==> config.mk <==
export PLATFORM = sky130hd
export DESIGN_NAME = esp_spi_responder
export DESIGN_NICKNAME = d
export VERILOG_FILES = /design/src/rtl/esp_spi_pkg.sv /design/src/rtl/esp_spi_responder_sync_ff.sv /design/src/rtl/esp_spi_responder.sv
export SDC_FILE = /design/constraint.sdc
export NUM_CORES = 1
export LEC_CHECK = 0
export ABC_CLOCK_PERIOD_IN_PS = 2300
export CORE_AREA = 4 4 72 74
export DETAILED_ROUTE_END_ITERATION = 10
export DIE_AREA = 0 0 76 78
export HOLD_SLACK_MARGIN = 0.12
export PLACE_DENSITY = 0.75
export SETUP_SLACK_MARGIN = 0.5
export SLEW_MARGIN = 20
export SYNTH_ARGS = -nofsm -noshare
export SYNTH_HDL_FRONTEND = slang
export SYNTH_SLANG_ARGS = --single-unit
export TNS_END_PERCENT = 100
==> constraint.sdc <==
create_clock -name clk_in -period 2.3 [get_ports clk_in]
set_clock_uncertainty 0.1 [all_clocks]
set_input_delay 0.69 -clock clk_in [delete_from_list [all_inputs] [get_ports clk_in]]
set_output_delay 0.69 -clock clk_in [all_outputs]
set_load 0.01 [all_outputs]
==> src/rtl/esp_spi_pkg.sv <==
// Shared types and constants for the ESP32 SPI responder.
package esp_spi_pkg;

    typedef enum logic [1:0] {
        WAIT_IDLE,
        IDLE,
        ACTIVE
    } state_t;

    localparam logic [7:0] BYTE_IDX_MAX = 8'd255;
    localparam logic       MISO_IDLE    = 1'b1;

endpackage

==> src/rtl/esp_spi_responder_sync_ff.sv <==
// Flop-chain synchroniser with a configurable depth and reset value.
module sync_ff #(
    parameter int   SYNC_STAGES = 2,
    parameter logic RESET_VAL   = 1'b0
) (
    input  logic clk_in,
    input  logic reset_n,
    input  logic d,
    output logic q
);

    logic [SYNC_STAGES-1:0] chain;

    // Shift the asynchronous input through the chain.
    always_ff @(posedge clk_in or negedge reset_n) begin
        if (!reset_n) chain <= {SYNC_STAGES{RESET_VAL}};
        else          chain <= {chain[SYNC_STAGES-2:0], d};
    end

    assign q = chain[SYNC_STAGES-1];

endmodule

==> src/rtl/esp_spi_responder.sv <==
// ESP32 SPI responder (mode 0, MSB first, CS active-low), fully oversampled
// in the clk_in domain. Define ESP_REQ_EN to build the REQ/DONE handshake;
// otherwise REQ and done_pulse are tied low.
module esp_spi_responder
    import esp_spi_pkg::*;
#(
    parameter int SYNC_STAGES = 2
) (
    input  logic       clk_in,
    input  logic       reset_n,
    input  logic       CS_FPGA,
    input  logic       SCK,
    input  logic       MOSI,
    output logic       MISO,
    output logic [7:0] rx_data,
    output logic       rx_valid,
    output logic       rx_first,
    output logic [7:0] byte_idx,
    input  logic [7:0] tx_data,
    output logic       tx_load,
    output logic       frame_active,
    output logic       frame_end,
    output logic       frame_abort,
    input  logic       req_start,
    output logic       REQ,
    input  logic       DONE,
    output logic       done_pulse
);

    state_t     state, state_next;
    logic       cs_s, sck_s, mosi_s, primed;
    logic       cs_prev, sck_prev;
    logic       cs_fall, sck_rise, sck_fall;
    logic       start, finish, shift, wrap, adv;
    logic [2:0] cnt;
    logic [6:0] rx_sr;
    logic [6:0] tx_sr;
    logic       skip;

    sync_ff #(.SYNC_STAGES(SYNC_STAGES), .RESET_VAL(1'b1)) u_sync_cs   (.clk_in, .reset_n, .d(CS_FPGA), .q(cs_s));
    sync_ff #(.SYNC_STAGES(SYNC_STAGES), .RESET_VAL(1'b1)) u_sync_sck  (.clk_in, .reset_n, .d(SCK),     .q(sck_s));
    sync_ff #(.SYNC_STAGES(SYNC_STAGES), .RESET_VAL(1'b0)) u_sync_mosi (.clk_in, .reset_n, .d(MOSI),    .q(mosi_s));
    // The CS chain resets to "deselected", so that value cannot be trusted
    // until the chain has flushed; this marker rises exactly then.
    sync_ff #(.SYNC_STAGES(SYNC_STAGES), .RESET_VAL(1'b0)) u_settle    (.clk_in, .reset_n, .d(1'b1),    .q(primed));

    assign cs_fall  = cs_prev & ~cs_s;
    assign sck_rise = ~sck_prev & sck_s;
    assign sck_fall = sck_prev & ~sck_s;

    // Frame state register.
    always_ff @(posedge clk_in or negedge reset_n) begin
        if (!reset_n) state <= WAIT_IDLE;
        else          state <= state_next;
    end

    // Next state; a CS release is deferred while an SCK rise is being taken.
    always_comb begin
        state_next = state;
        start      = 1'b0;
        finish     = 1'b0;
        case (state)
            WAIT_IDLE: if (primed && cs_s) state_next = IDLE;
            IDLE: if (cs_fall) begin
                state_next = ACTIVE;
                start      = 1'b1;
            end
            ACTIVE: if (cs_s && !sck_rise) begin
                state_next = IDLE;
                finish     = 1'b1;
            end
            default: state_next = WAIT_IDLE;
        endcase
    end

    assign shift = (state == ACTIVE) && sck_rise;
    assign wrap  = shift && (cnt == 3'd7);
    assign adv   = (state == ACTIVE) && sck_fall && !finish;

    // Receive/transmit datapath and strobes.
    always_ff @(posedge clk_in or negedge reset_n) begin
        if (!reset_n) begin
            cs_prev      <= 1'b1;
            sck_prev     <= 1'b1;
            cnt          <= '0;
            rx_sr        <= '0;
            tx_sr        <= '0;
            skip         <= 1'b0;
            MISO         <= MISO_IDLE;
            rx_data      <= '0;
            rx_valid     <= 1'b0;
            rx_first     <= 1'b0;
            byte_idx     <= '0;
            tx_load      <= 1'b0;
            frame_active <= 1'b0;
            frame_end    <= 1'b0;
            frame_abort  <= 1'b0;
        end else begin
            cs_prev     <= cs_s;
            sck_prev    <= sck_s;
            rx_valid    <= wrap;
            tx_load     <= start || wrap;
            frame_end   <= finish;
            frame_abort <= finish && (cnt != 3'd0);
            if (start) begin
                cnt          <= '0;
                byte_idx     <= '0;
                skip         <= 1'b0;
                frame_active <= 1'b1;
            end
            if (shift) begin
                rx_sr <= {rx_sr[5:0], mosi_s};
                cnt   <= cnt + 3'd1;
                if (wrap) begin
                    rx_data  <= {rx_sr, mosi_s};
                    rx_first <= (byte_idx == 8'd0);
                    skip     <= 1'b1;
                end
            end
            // Index advances once the strobe has shown the current position.
            if (rx_valid && byte_idx != BYTE_IDX_MAX) byte_idx <= byte_idx + 8'd1;
            // The reload puts the new MSB out at once, so the falling edge
            // that follows it must leave MISO alone.
            if (tx_load) begin
                tx_sr <= tx_data[6:0];
                MISO  <= tx_data[7];
            end else if (adv) begin
                if (skip) begin
                    skip <= 1'b0;
                end else begin
                    tx_sr <= {tx_sr[5:0], 1'b0};
                    MISO  <= tx_sr[6];
                end
            end
            if (finish) begin
                frame_active <= 1'b0;
                MISO         <= MISO_IDLE;
            end
        end
    end

`ifdef ESP_REQ_EN
    logic done_s, done_prev;

    sync_ff #(.SYNC_STAGES(SYNC_STAGES), .RESET_VAL(1'b0)) u_sync_done (.clk_in, .reset_n, .d(DONE), .q(done_s));

    // REQ set by req_start; a DONE rise while pending clears it and wins ties.
    always_ff @(posedge clk_in or negedge reset_n) begin
        if (!reset_n) begin
            done_prev  <= 1'b0;
            REQ        <= 1'b0;
            done_pulse <= 1'b0;
        end else begin
            done_prev  <= done_s;
            done_pulse <= 1'b0;
            if (REQ && done_s && !done_prev) begin
                REQ        <= 1'b0;
                done_pulse <= 1'b1;
            end else if (req_start) begin
                REQ <= 1'b1;
            end
        end
    end
`else
    logic unused_req;
    assign unused_req = req_start ^ DONE;
    assign REQ        = 1'b0;
    assign done_pulse = 1'b0;
`endif

endmodule

==> results_dict.tcl <==
set metrics [dict create \
    status "finished clean" \
    critPathBufInv 1 \
    yosysSeqAreaShare 0.5984 \
    netlist_area_sq_um 2231 \
    start_kind "flop" \
    placementRows 25 \
    synth_edf_count 0 \
    timing.rr.end "cnt[0]" \
    rrSetupSlack_ps 520 \
    powerDensity_nw_per_um2 719.7 \
    grt_util_met1 0.1820 \
    max_freq_mhz 561.9 \
    clock-root-buffer "clkbuf_8" \
    tns_ps 0 \
    yosys.cell_count.top_type "dfrtp_1" \
    clock_sinks 53 \
    routed_via_density 5.277 \
    grtUsageMet3 0.03944 \
    critPathTopFamily "simple AND/OR/NAND/NOR gates" \
    fin_crit_ps 1780 \
    clk_pin_slew_ps 90 \
    synth_top_area_frac 0.5160 \
    area_growth_pct 28.77 \
    critPathMaxFanout 11 \
    core_sq_um 4598 \
    die_y_um 78 \
    grt.busiest_layer "met2" \
    grt_use_total 0.1425 \
    cts.hold.buffers_added 0 \
    cp.required_ps 2390 \
    initial_core_util 0.4852 \
    rsz0062_at_grt "true" \
    met2_usage 0.2354 \
    arrival_ps 1870 \
    r2r_start "state[0]" \
    netlist_top_cells_count "46 x dfrtp_1, 20 x nand2_1, 12 x nand3_1" \
    drt_pass1_iterations 4 \
    drv_slew 0 \
    async_flop_share 1.000 \
    numPortBuffers 35 \
    worst_hold_path_type "in2async" \
    slowest_stage "dfrtp_1" \
    worst_ir_drop_vdd_uv 372.7 \
    synth.avg_cell_area_sq_um 11.99 \
    io_pins 40 \
    drive_gt1_frac 0.2353 \
    grt_max_degree 34 \
    synthCells 186 \
    synth_top_flop_cell "dfrtp_1" \
    fin_crit_sh 0.7738 \
    routabilityCongestion 0.7899 \
    max_stage_delay_ps 410 \
    wl_per_cell_um 13.63 \
    dpl-instance-area_sq_um 2656 \
    ff2ff_path_depth 5 \
    path_class "reg2reg" \
    drt_wl_total_mm 3.981 \
    clk_path_buf_depth 2 \
    postRouteAntennaNets 0 \
    yosysTopAreaCell "dfrtp_1" \
    p_leak_uw 0.001394 \
    clk_latency_ps 300 \
    total_power_uw 2068 \
    nNetsFinal 257 \
    drt_iter0_markers 93 \
    vias 1541 \
    grt_pass1_vias 1527 \
    dp_hpwl_mm 2.719 \
    holdWs_ps 238.8 \
    ys_types 38 \
    antennaDiodeCount 0 \
    antenna_found_initial 0 \
    grt_pass1_wl_mm 6.927 \
    max_cap_violations 0 \
    synthTopCellsByArea "dfrtp_1 52%, dfstp_2 8.2%, mux2_2 5.0%, mux2_1 3.5%, nand2_1 3.4%" \
    ys_seq_elements 53 \
    hold_viol_final 0 \
    overflow 0 \
    drc_errors 0 \
    fp.dieW_um 76 \
    worstSetupEndpointType "flop" \
    cts_tree "yes" \
    design.die.area_sq_um 5928 \
    stdcell_area_sq_um 2873 \
    setup_viol 0 \
    numCtsBuffers 5 \
    cts_htree_levels 2 \
    worstPathCellList "nand2b_1 -> nor2_1 -> buf_4 -> nor2b_1 -> mux2_2" \
    ys_warn_count 0 \
]
[stage by stage]
stage               utilization  setup WS, ps  instances
floorplan                     -         578.8        187
global placement         0.5777         385.0        273
detailed placement       0.5777         329.9        273
CTS                      0.6139         298.2        291
global route             0.6248         432.0        292
finish                   0.6248         520.3        292
[area by class of cell]
class / instances / area [sq um]
Fill cell: 382 / 1725
Sequential cell: 53 / 1344
Multi-Input combinational cell: 116 / 845.8
Timing Repair Buffer: 51 / 466.7
Clock buffer: 6 / 72.57
Tap cell: 54 / 67.56
Clock inverter: 2 / 38.79
Inverter: 10 / 37.54
[cell usage in the layout, fill, tap and decap left out, types with 2 or more instances in the layout]
master / count
dfrtp_1: 39
nand2_1: 19
buf_4: 14
dlygate4sd2_1: 13
nand3_1: 12
clkdlybuf4s50_1: 11
inv_1: 10
mux2_2: 10
dfstp_2: 7
o21ai_1: 7
mux2_1: 7
dfrtp_2: 7
clkdlybuf4s15_1: 7
mux2i_1: 6
nand2b_1: 5
o21ai_0: 5
ha_1: 5
clkbuf_8: 5
a21oi_1: 4
conb_1: 3
buf_2: 3
nor2_1: 2
nor4_1: 2
xnor2_1: 2
a32o_1: 2
nand4_1: 2
or3_1: 2
o211ai_1: 2
nor2b_1: 2
a22o_1: 2
buf_12: 2
[power breakdown]
| part | internal, uW | switching (uW) | leakage, uW |
|---|---|---|---|
| clock network | 327 | 296 | 0.0000554 |
| registers | 1070 | 78.8 | 0.000675 |
| logic | 155 | 138 | 0.000664 |
| total | 1550 | 513 | 0.00139 |
[how the worst max path moves through the flow]
stage	slack (ps)	startpoint	depth (start not counted)	end
3_5_place_dp	330	byte_idx[0]	5	byte_idx[3]
2_1_floorplan	580	byte_idx[0]	5	byte_idx[3]
4_1_cts	300	byte_idx[0]	1	byte_idx[0]
3_3_place_gp	380	byte_idx[0]	5	byte_idx[3]
5_1_grt	430	sck_prev	5	tx_sr[3]
6_report	520	state[0]	5	cnt[0]
[state kept, by name, indices dropped and copies added (netlist names), 2 cells and up]
signal / flops
rx_data: 8
tx_sr: 7
cnt: 3
byte_idx: 8
u_sync_mosi.chain: 2
u_settle.chain: 2
rx_sr: 7
u_sync_cs.chain: 2
state: 2
u_sync_sck.chain: 2
[what timing repair did]
item,CTS,global route
pin swaps,0,3
resized for setup,37,11
endpoints found under the setup margin,36,26
buffers inserted,10,1
[worst register-to-register path, stage by stage (launching register included)]
cell,delay (ps)
dfrtp_1,410
nand2b_1,250
nor2_1,300
buf_4,250
nor2b_1,100
mux2_2,260
[metal layers]
metal | vias to the layer above | routed length, um
met5 | - | 0
met4 | 0 | 45
met3 | 5 | 168
met2 | 29 | 1977
met1 | 758 | 1789
li1 | 749 | -
[kinds of logic after synthesis]
| family | Yosys count | synth area share |
|---|---|---|
| AOI/OAI and AO/OA | 28 | 0.07852 |
| xor gates and xnor gates | 2 | 0.007853 |
| adders and majority gates | 5 | 0.02804 |
| buffers and inverters | 18 | 0.03533 |
| DFF | 53 | 0.5984 |
| muxes | 23 | 0.1127 |
| other | 2 | 0.003366 |
| and+or+nand+nor | 55 | 0.1357 |
No activity file was read; power rests on OpenSTA's default activity.
